## config.mk

```make
export PLATFORM = sky130hd
export DESIGN_NAME = fifo_wr_ctrl_flat
export DESIGN_NICKNAME = d
export VERILOG_FILES = /design/src/rtl/fifo_wr_ctrl_if.sv /design/src/rtl/fifo_wr_ctrl.sv /design/src/flat_wrapper.sv
export SDC_FILE = /design/constraint.sdc
export NUM_CORES = 1
export LEC_CHECK = 0
export CORE_MARGIN = 2
export CORE_UTILIZATION = 35
export DETAILED_ROUTE_END_ITERATION = 7
export GPL_ROUTABILITY_DRIVEN = 0
export PLACE_DENSITY = 0.68
export SETUP_SLACK_MARGIN = 0.1
export SLEW_MARGIN = 25
export SYNTH_ARGS = -nofsm -noshare
export SYNTH_HDL_FRONTEND = slang
export SYNTH_SLANG_ARGS = --single-unit
```

## constraint.sdc

```tcl
create_clock -name wclk -period 2.5 [get_ports wclk]
set_clock_uncertainty 0.05 [all_clocks]
set_input_delay 0.5 -clock wclk [delete_from_list [all_inputs] [get_ports wclk]]
set_output_delay 0.5 -clock wclk [all_outputs]
set_load 0.005 [all_outputs]
```

## src/rtl/fifo_wr_ctrl_if.sv

```systemverilog
// Write-side bundle of the dual-clock FIFO: producer handshake, RAM write
// port, pointer exchange with the read domain and the write-side status flags.
interface fifo_wr_ctrl_if #(
   parameter int unsigned ADDR_W = 3
);

   logic              winc;
   logic              wovf_clr;
   logic [ADDR_W:0]   rptr_gray;
   logic              wen;
   logic [ADDR_W-1:0] waddr;
   logic [ADDR_W:0]   wptr_gray;
   logic              wfull;
   logic              walmost_full;
   logic [ADDR_W:0]   wlevel;
   logic              woverflow;

   // Producer / environment side
   modport master (
      output winc,
      output wovf_clr,
      output rptr_gray,
      input  wen,
      input  waddr,
      input  wptr_gray,
      input  wfull,
      input  walmost_full,
      input  wlevel,
      input  woverflow
   );

   // Write controller side
   modport slave (
      input  winc,
      input  wovf_clr,
      input  rptr_gray,
      output wen,
      output waddr,
      output wptr_gray,
      output wfull,
      output walmost_full,
      output wlevel,
      output woverflow
   );

endinterface

```

## src/rtl/fifo_wr_ctrl.sv

```systemverilog
// Write-side controller of the dual-clock FIFO. Keeps the binary and Gray
// write pointers, drives the RAM write port, synchronises the read pointer
// into wclk and derives full / almost-full / level / sticky overflow.
module fifo_wr_ctrl #(
   parameter int unsigned ADDR_W      = 3,
   parameter int unsigned AFULL_TH    = 6,
   parameter int unsigned SYNC_STAGES = 2
) (
   input  logic         wclk,
   input  logic         wrst,
   fifo_wr_ctrl_if.slave bus
);

   localparam int unsigned PW = ADDR_W + 1;
   localparam logic [ADDR_W:0] AFULL_LVL = PW'(AFULL_TH);

   // Elaboration-time parameter sanity
   if (ADDR_W < 2) begin : g_bad_addr_w
      $error("fifo_wr_ctrl: ADDR_W must be at least 2");
   end
   if (SYNC_STAGES < 2) begin : g_bad_sync
      $error("fifo_wr_ctrl: SYNC_STAGES must be at least 2");
   end
   if ((AFULL_TH < 1) || (AFULL_TH > (1 << ADDR_W))) begin : g_bad_afull
      $error("fifo_wr_ctrl: AFULL_TH out of range 1..2**ADDR_W");
   end

   logic [ADDR_W:0] wbin_q;
   logic [ADDR_W:0] wptr_gray_q;
   logic            wfull_q;
   logic            walmost_full_q;
   logic [ADDR_W:0] wlevel_q;
   logic            woverflow_q;
   logic [ADDR_W:0] rq_q [SYNC_STAGES];

   logic            wen_int;
   logic [ADDR_W:0] wbin_next;
   logic [ADDR_W:0] wgray_next;
   logic [ADDR_W:0] rq_sync;
   logic [ADDR_W:0] rbin;
   logic [ADDR_W:0] full_ref;
   logic [ADDR_W:0] level_next;

   // Writes are dropped while full; reset forces the RAM port idle at once
   assign wen_int    = bus.winc & ~wfull_q & ~wrst;
   assign wbin_next  = wbin_q + {{ADDR_W{1'b0}}, wen_int};
   assign wgray_next = wbin_next ^ (wbin_next >> 1);
   assign rq_sync    = rq_q[SYNC_STAGES-1];

   // Full when the next write pointer is a whole lap ahead of the read pointer:
   // in Gray form that is the read pointer with its two MSBs inverted.
   assign full_ref   = {~rq_sync[ADDR_W:ADDR_W-1], rq_sync[ADDR_W-2:0]};
   assign level_next = wbin_next - rbin;

   // Gray-to-binary of the synchronised read pointer (XOR prefix from MSB)
   always_comb begin
      rbin = '0;
      for (int i = 0; i <= int'(ADDR_W); i++) begin
         rbin[i] = ^(rq_sync >> i);
      end
   end

   // Read-pointer synchroniser: plain flop chain, no logic between stages
   always_ff @(posedge wclk or posedge wrst) begin
      if (wrst) begin
         for (int s = 0; s < int'(SYNC_STAGES); s++) begin
            rq_q[s] <= '0;
         end
      end else begin
         rq_q[0] <= bus.rptr_gray;
         for (int s = 1; s < int'(SYNC_STAGES); s++) begin
            rq_q[s] <= rq_q[s-1];
         end
      end
   end

   // Write pointer in binary and registered Gray form
   always_ff @(posedge wclk or posedge wrst) begin
      if (wrst) begin
         wbin_q      <= '0;
         wptr_gray_q <= '0;
      end else begin
         wbin_q      <= wbin_next;
         wptr_gray_q <= wgray_next;
      end
   end

   // Status flags, all computed from the post-write pointer so full asserts
   // on the edge that stores the last word
   always_ff @(posedge wclk or posedge wrst) begin
      if (wrst) begin
         wfull_q        <= 1'b0;
         walmost_full_q <= 1'b0;
         wlevel_q       <= '0;
      end else begin
         wfull_q        <= (wgray_next == full_ref);
         walmost_full_q <= (level_next >= AFULL_LVL);
         wlevel_q       <= level_next;
      end
   end

   // Sticky overflow; a new overflow beats a simultaneous clear
   always_ff @(posedge wclk or posedge wrst) begin
      if (wrst) begin
         woverflow_q <= 1'b0;
      end else if (bus.winc & wfull_q) begin
         woverflow_q <= 1'b1;
      end else if (bus.wovf_clr) begin
         woverflow_q <= 1'b0;
      end
   end

   assign bus.wen          = wen_int;
   assign bus.waddr        = wbin_q[ADDR_W-1:0];
   assign bus.wptr_gray    = wptr_gray_q;
   assign bus.wfull        = wfull_q;
   assign bus.walmost_full = walmost_full_q;
   assign bus.wlevel       = wlevel_q;
   assign bus.woverflow    = woverflow_q;

endmodule

```

## src/flat_wrapper.sv

```systemverilog
// flat-port wrapper written by rule: the top's interface ports become plain ports
module fifo_wr_ctrl_flat 
#(
   parameter int unsigned ADDR_W      = 3,
   parameter int unsigned AFULL_TH    = 6,
   parameter int unsigned SYNC_STAGES = 2
)
  (wclk, wrst, bus_winc, bus_wovf_clr, bus_rptr_gray, bus_wen, bus_waddr, bus_wptr_gray, bus_wfull, bus_walmost_full, bus_wlevel, bus_woverflow);
  fifo_wr_ctrl_if #(.ADDR_W(ADDR_W)) bus_i ();
  input  logic wclk;
  input  logic wrst;
  input wire logic [$bits(bus_i.winc)-1:0] bus_winc;
  input wire logic [$bits(bus_i.wovf_clr)-1:0] bus_wovf_clr;
  input wire logic [$bits(bus_i.rptr_gray)-1:0] bus_rptr_gray;
  output wire logic [$bits(bus_i.wen)-1:0] bus_wen;
  output wire logic [$bits(bus_i.waddr)-1:0] bus_waddr;
  output wire logic [$bits(bus_i.wptr_gray)-1:0] bus_wptr_gray;
  output wire logic [$bits(bus_i.wfull)-1:0] bus_wfull;
  output wire logic [$bits(bus_i.walmost_full)-1:0] bus_walmost_full;
  output wire logic [$bits(bus_i.wlevel)-1:0] bus_wlevel;
  output wire logic [$bits(bus_i.woverflow)-1:0] bus_woverflow;
  assign bus_i.winc = bus_winc;
  assign bus_i.wovf_clr = bus_wovf_clr;
  assign bus_i.rptr_gray = bus_rptr_gray;
  assign bus_wen = bus_i.wen;
  assign bus_waddr = bus_i.waddr;
  assign bus_wptr_gray = bus_i.wptr_gray;
  assign bus_wfull = bus_i.wfull;
  assign bus_walmost_full = bus_i.walmost_full;
  assign bus_wlevel = bus_i.wlevel;
  assign bus_woverflow = bus_i.woverflow;
  fifo_wr_ctrl #(.ADDR_W(ADDR_W), .AFULL_TH(AFULL_TH), .SYNC_STAGES(SYNC_STAGES)) u_core (.wclk(wclk), .wrst(wrst), .bus(bus_i));
endmodule
```

==> metrics <==
# setup viols final 0; clock-pin transition on the worst setup and hold timing paths 0.11 ns; worst-path fanout max 2; clk sinks 22; peak supply drop 0.000645 V; worst hold path class input pin to asynchronous set/reset pin; PortBufs 22; Routed Antenna Nets 0; via count 614; WP data arrival 2.37 ns; WL per Instance 11.6 microns; top layer in use met4; Fin. Hold Viols 0; setup TNS 0 ns; overall die width 55.2 microns; Syn Inst Count 68; H-tree levels 1; unrepaired setup endpoints after global routing no; crit-path cells xnor2_1 > xor2_1 > xnor2_1 > ha_2 > fa_1 > inv_1 > a22oi_2 > o211ai_2; cell area after synthesis 916 sq um; syn nets 82; synth top area cells dfrtp_1 60%, xnor2_1 7.7%, ha_1 6.8%, xor2_1 6.7%, inv_1 3.7%; Starting Density 0.370; final net count 120; drt total wl 1560 microns; Fillers 220; Power, Total 1.68 mW; later-pin clock latency in the skew report 0.30 ns; critical path class flip-flop to flip-flop; max incr delay on CP 0.50 ns; Max-cap violations 0; status finished clean; first-pass GRT wire length 2570 microns; Final period util 0.891; Reg-to-Reg End u_core.bus.walmost_full; Unique masters post-synth 20; DRC Markers 0; post-synth top area cell dfrtp_1; CP max-delay cell fa_1; GRT Total Usage 0.125; Worst Setup SP u_core.rq_sync[3]; Synth Register Bits 22; Iter 0 DRT Violations 5; antenna cells 0; register area share after synthesis 0.601; Fin Hold WS 0.164 ns; layout cell share with drive strength beyond 1 0.202; YS warnings 0; pwr dens 1280 nW/um^2; Die ar. 3040 sq um; WL met2 723 microns; Die Height 55.2 microns; Leakage 0.623 nW; CTS root buf clkbuf_4; Synth top area share 0.601; Placed Area 1250 sq um; CP Launch Type flip-flop; Finished Cell Area 1320 sq um; Rows 18; Least-Margin Pin Slew 0.327 ns; worst r2r src u_core.rq_sync[3]; non-filler cells, final 134; largest net degree at the start of global routing 15; Placed Cells 130; slew margin rel. 0.782; Ports 23; Max Clk Rate 449 MHz; most used cell, CP xnor2_1; Reg2Reg Depth 8; clk buf depth 2; overflow left after global routing 0; min cycle time layout 2.23 ns; Slew Viols, Final 0; CTS tree yes; Placeable Area 2480 sq um; Syn Area/Cell 13.5 sq um; DRT Pass-1 Iters 4; initial antenna violation count 0; via density per instance 4.58; met3 routed WL 84 microns; FF-to-FF setup slack 0.27 ns; Worst EP required 2.64 ns; vias in the first global route 604; CP Capture Type flip-flop; Area growth syn-to-layout 43.9%; DP HPWL 1240 microns; Metal-1 WL 691 microns; CTS Buf Count 3
[area by class of cell]
class,count,area [sq um],share of cell area
well taps,30,37.5,0.0285
flip-flops and latches,22,551,0.418
repair buffers,33,308,0.234
clock buffers,3,22.5,0.0171
multi-input cells,37,365,0.277
inverters,9,33.8,0.0256
[critical path, delay by kind of cell, from the launching register on]
kind	cells	cell delay [ns]
XOR/XNOR	3	0.64
AO/OA/AOI/OAI	2	0.24
adder cells (fa/ha/maj)	2	0.68
buffers and inverters	1	0.07
flip-flops	1	0.43
[cells in the mapped netlist]
library cell / instances
o21ai_0: 1
nand2_1: 1
xor2_1: 7
dfrtp_1: 22
a21o_1: 1
xnor2_1: 8
o211ai_2: 1
nor3b_1: 1
o211a_1: 1
a21boi_0: 1
a21oi_1: 2
inv_1: 9
fa_1: 1
xor2_2: 1
ha_1: 5
a211o_1: 1
a22oi_1: 1
nand3_1: 1
and3_1: 1
nor3_1: 2
[routing by layer]
metal / vias to the layer above / global-route usage
met1: 294 / 0.142
met3: 7 / 0.0323
li1: 295 / -
met5: - / 0
met4: 0 / 0.0772
met2: 18 / 0.208
[flip-flops by register name (all words and copies together) (netlist names)]
name                     flops
u_core.bus.wlevel            4
u_core.rq_q                  4
u_core.rq_sync               4
u_core.wbin_q                4
u_core.bus.wptr_gray         3
u_core.bus.walmost_full      1
u_core.bus.wfull             1
u_core.bus.woverflow         1
[cell usage in the layout, fill, tap and decap left out, types with 2 or more instances in the layout]
cell type / Yosys / routed
xor2_1: 7 / 7
ha_2: 0 / 2
clkdlybuf4s50_1: 0 / 20
ha_1: 5 / 2
xnor2_1: 8 / 8
nor3_1: 2 / 2
inv_1: 9 / 9
a21oi_1: 2 / 2
dlymetal6s2s_1: 0 / 2
clkbuf_4: 0 / 3
buf_4: 0 / 11
dfrtp_1: 22 / 22
[where the power goes]
group	internal, mW	leakage, nW	total [mW]	switching [mW]
sequential	0.486	0.261	0.561	0.0754
combinational	0.569	0.349	0.968	0.399
clock	0.0562	0.0138	0.155	0.0983
total	1.11	0.623	1.68	0.573
[what timing repair did]
| item | in CTS | in global routing |
|---|---|---|
| endpoints found under the hold margin | 0 | 0 |
| pin swaps | 0 | 5 |
| buffers inserted | 0 | 1 |
| cloned | 0 | 0 |
| gates resized for setup | 4 | 4 |
| endpoints found under the setup margin | 1 | 1 |
| hold buffers | 0 | 0 |
[logic make-up (layout without fill, tap and decap cells)]
| kind of cell | after synthesis | count (layout) | synth area share |
|---|---|---|---|
| flip-flops | 22 | 22 | 0.601 |
| XOR/XNOR | 16 | 16 | 0.161 |
| AO/OA/AOI/OAI | 9 | 9 | 0.0751 |
| buffers and inverters | 9 | 45 | 0.0369 |
| adder cells (fa/ha/maj) | 6 | 6 | 0.0902 |
| AND/OR/NAND/NOR | 6 | 6 | 0.0355 |
[how the worst max path moves through the flow]
stage | endpoint | slack, ns | depth (start not counted)
after floorplan | u_core.bus.walmost_full | 0.12 | 8
after global placement | u_core.bus.walmost_full | -0.26 | 9
after global routing | u_core.bus.walmost_full | 0.10 | 8
after CTS | u_core.bus.walmost_full | 0.12 | 9
after detailed placement | u_core.bus.walmost_full | -0.33 | 9
final | u_core.bus.walmost_full | 0.27 | 8
[per-stage QoR]
| step | util | worst slack (ns) |
|---|---|---|
| 2_1_floorplan | - | 0.123 |
| 3_3_place_gp | 0.504 | -0.263 |
| 3_5_place_dp | 0.504 | -0.330 |
| 4_1_cts | 0.523 | 0.124 |
| 5_1_grt | 0.532 | 0.103 |
| 6_report | 0.532 | 0.272 |
Power figures use the tool's default switching activity.
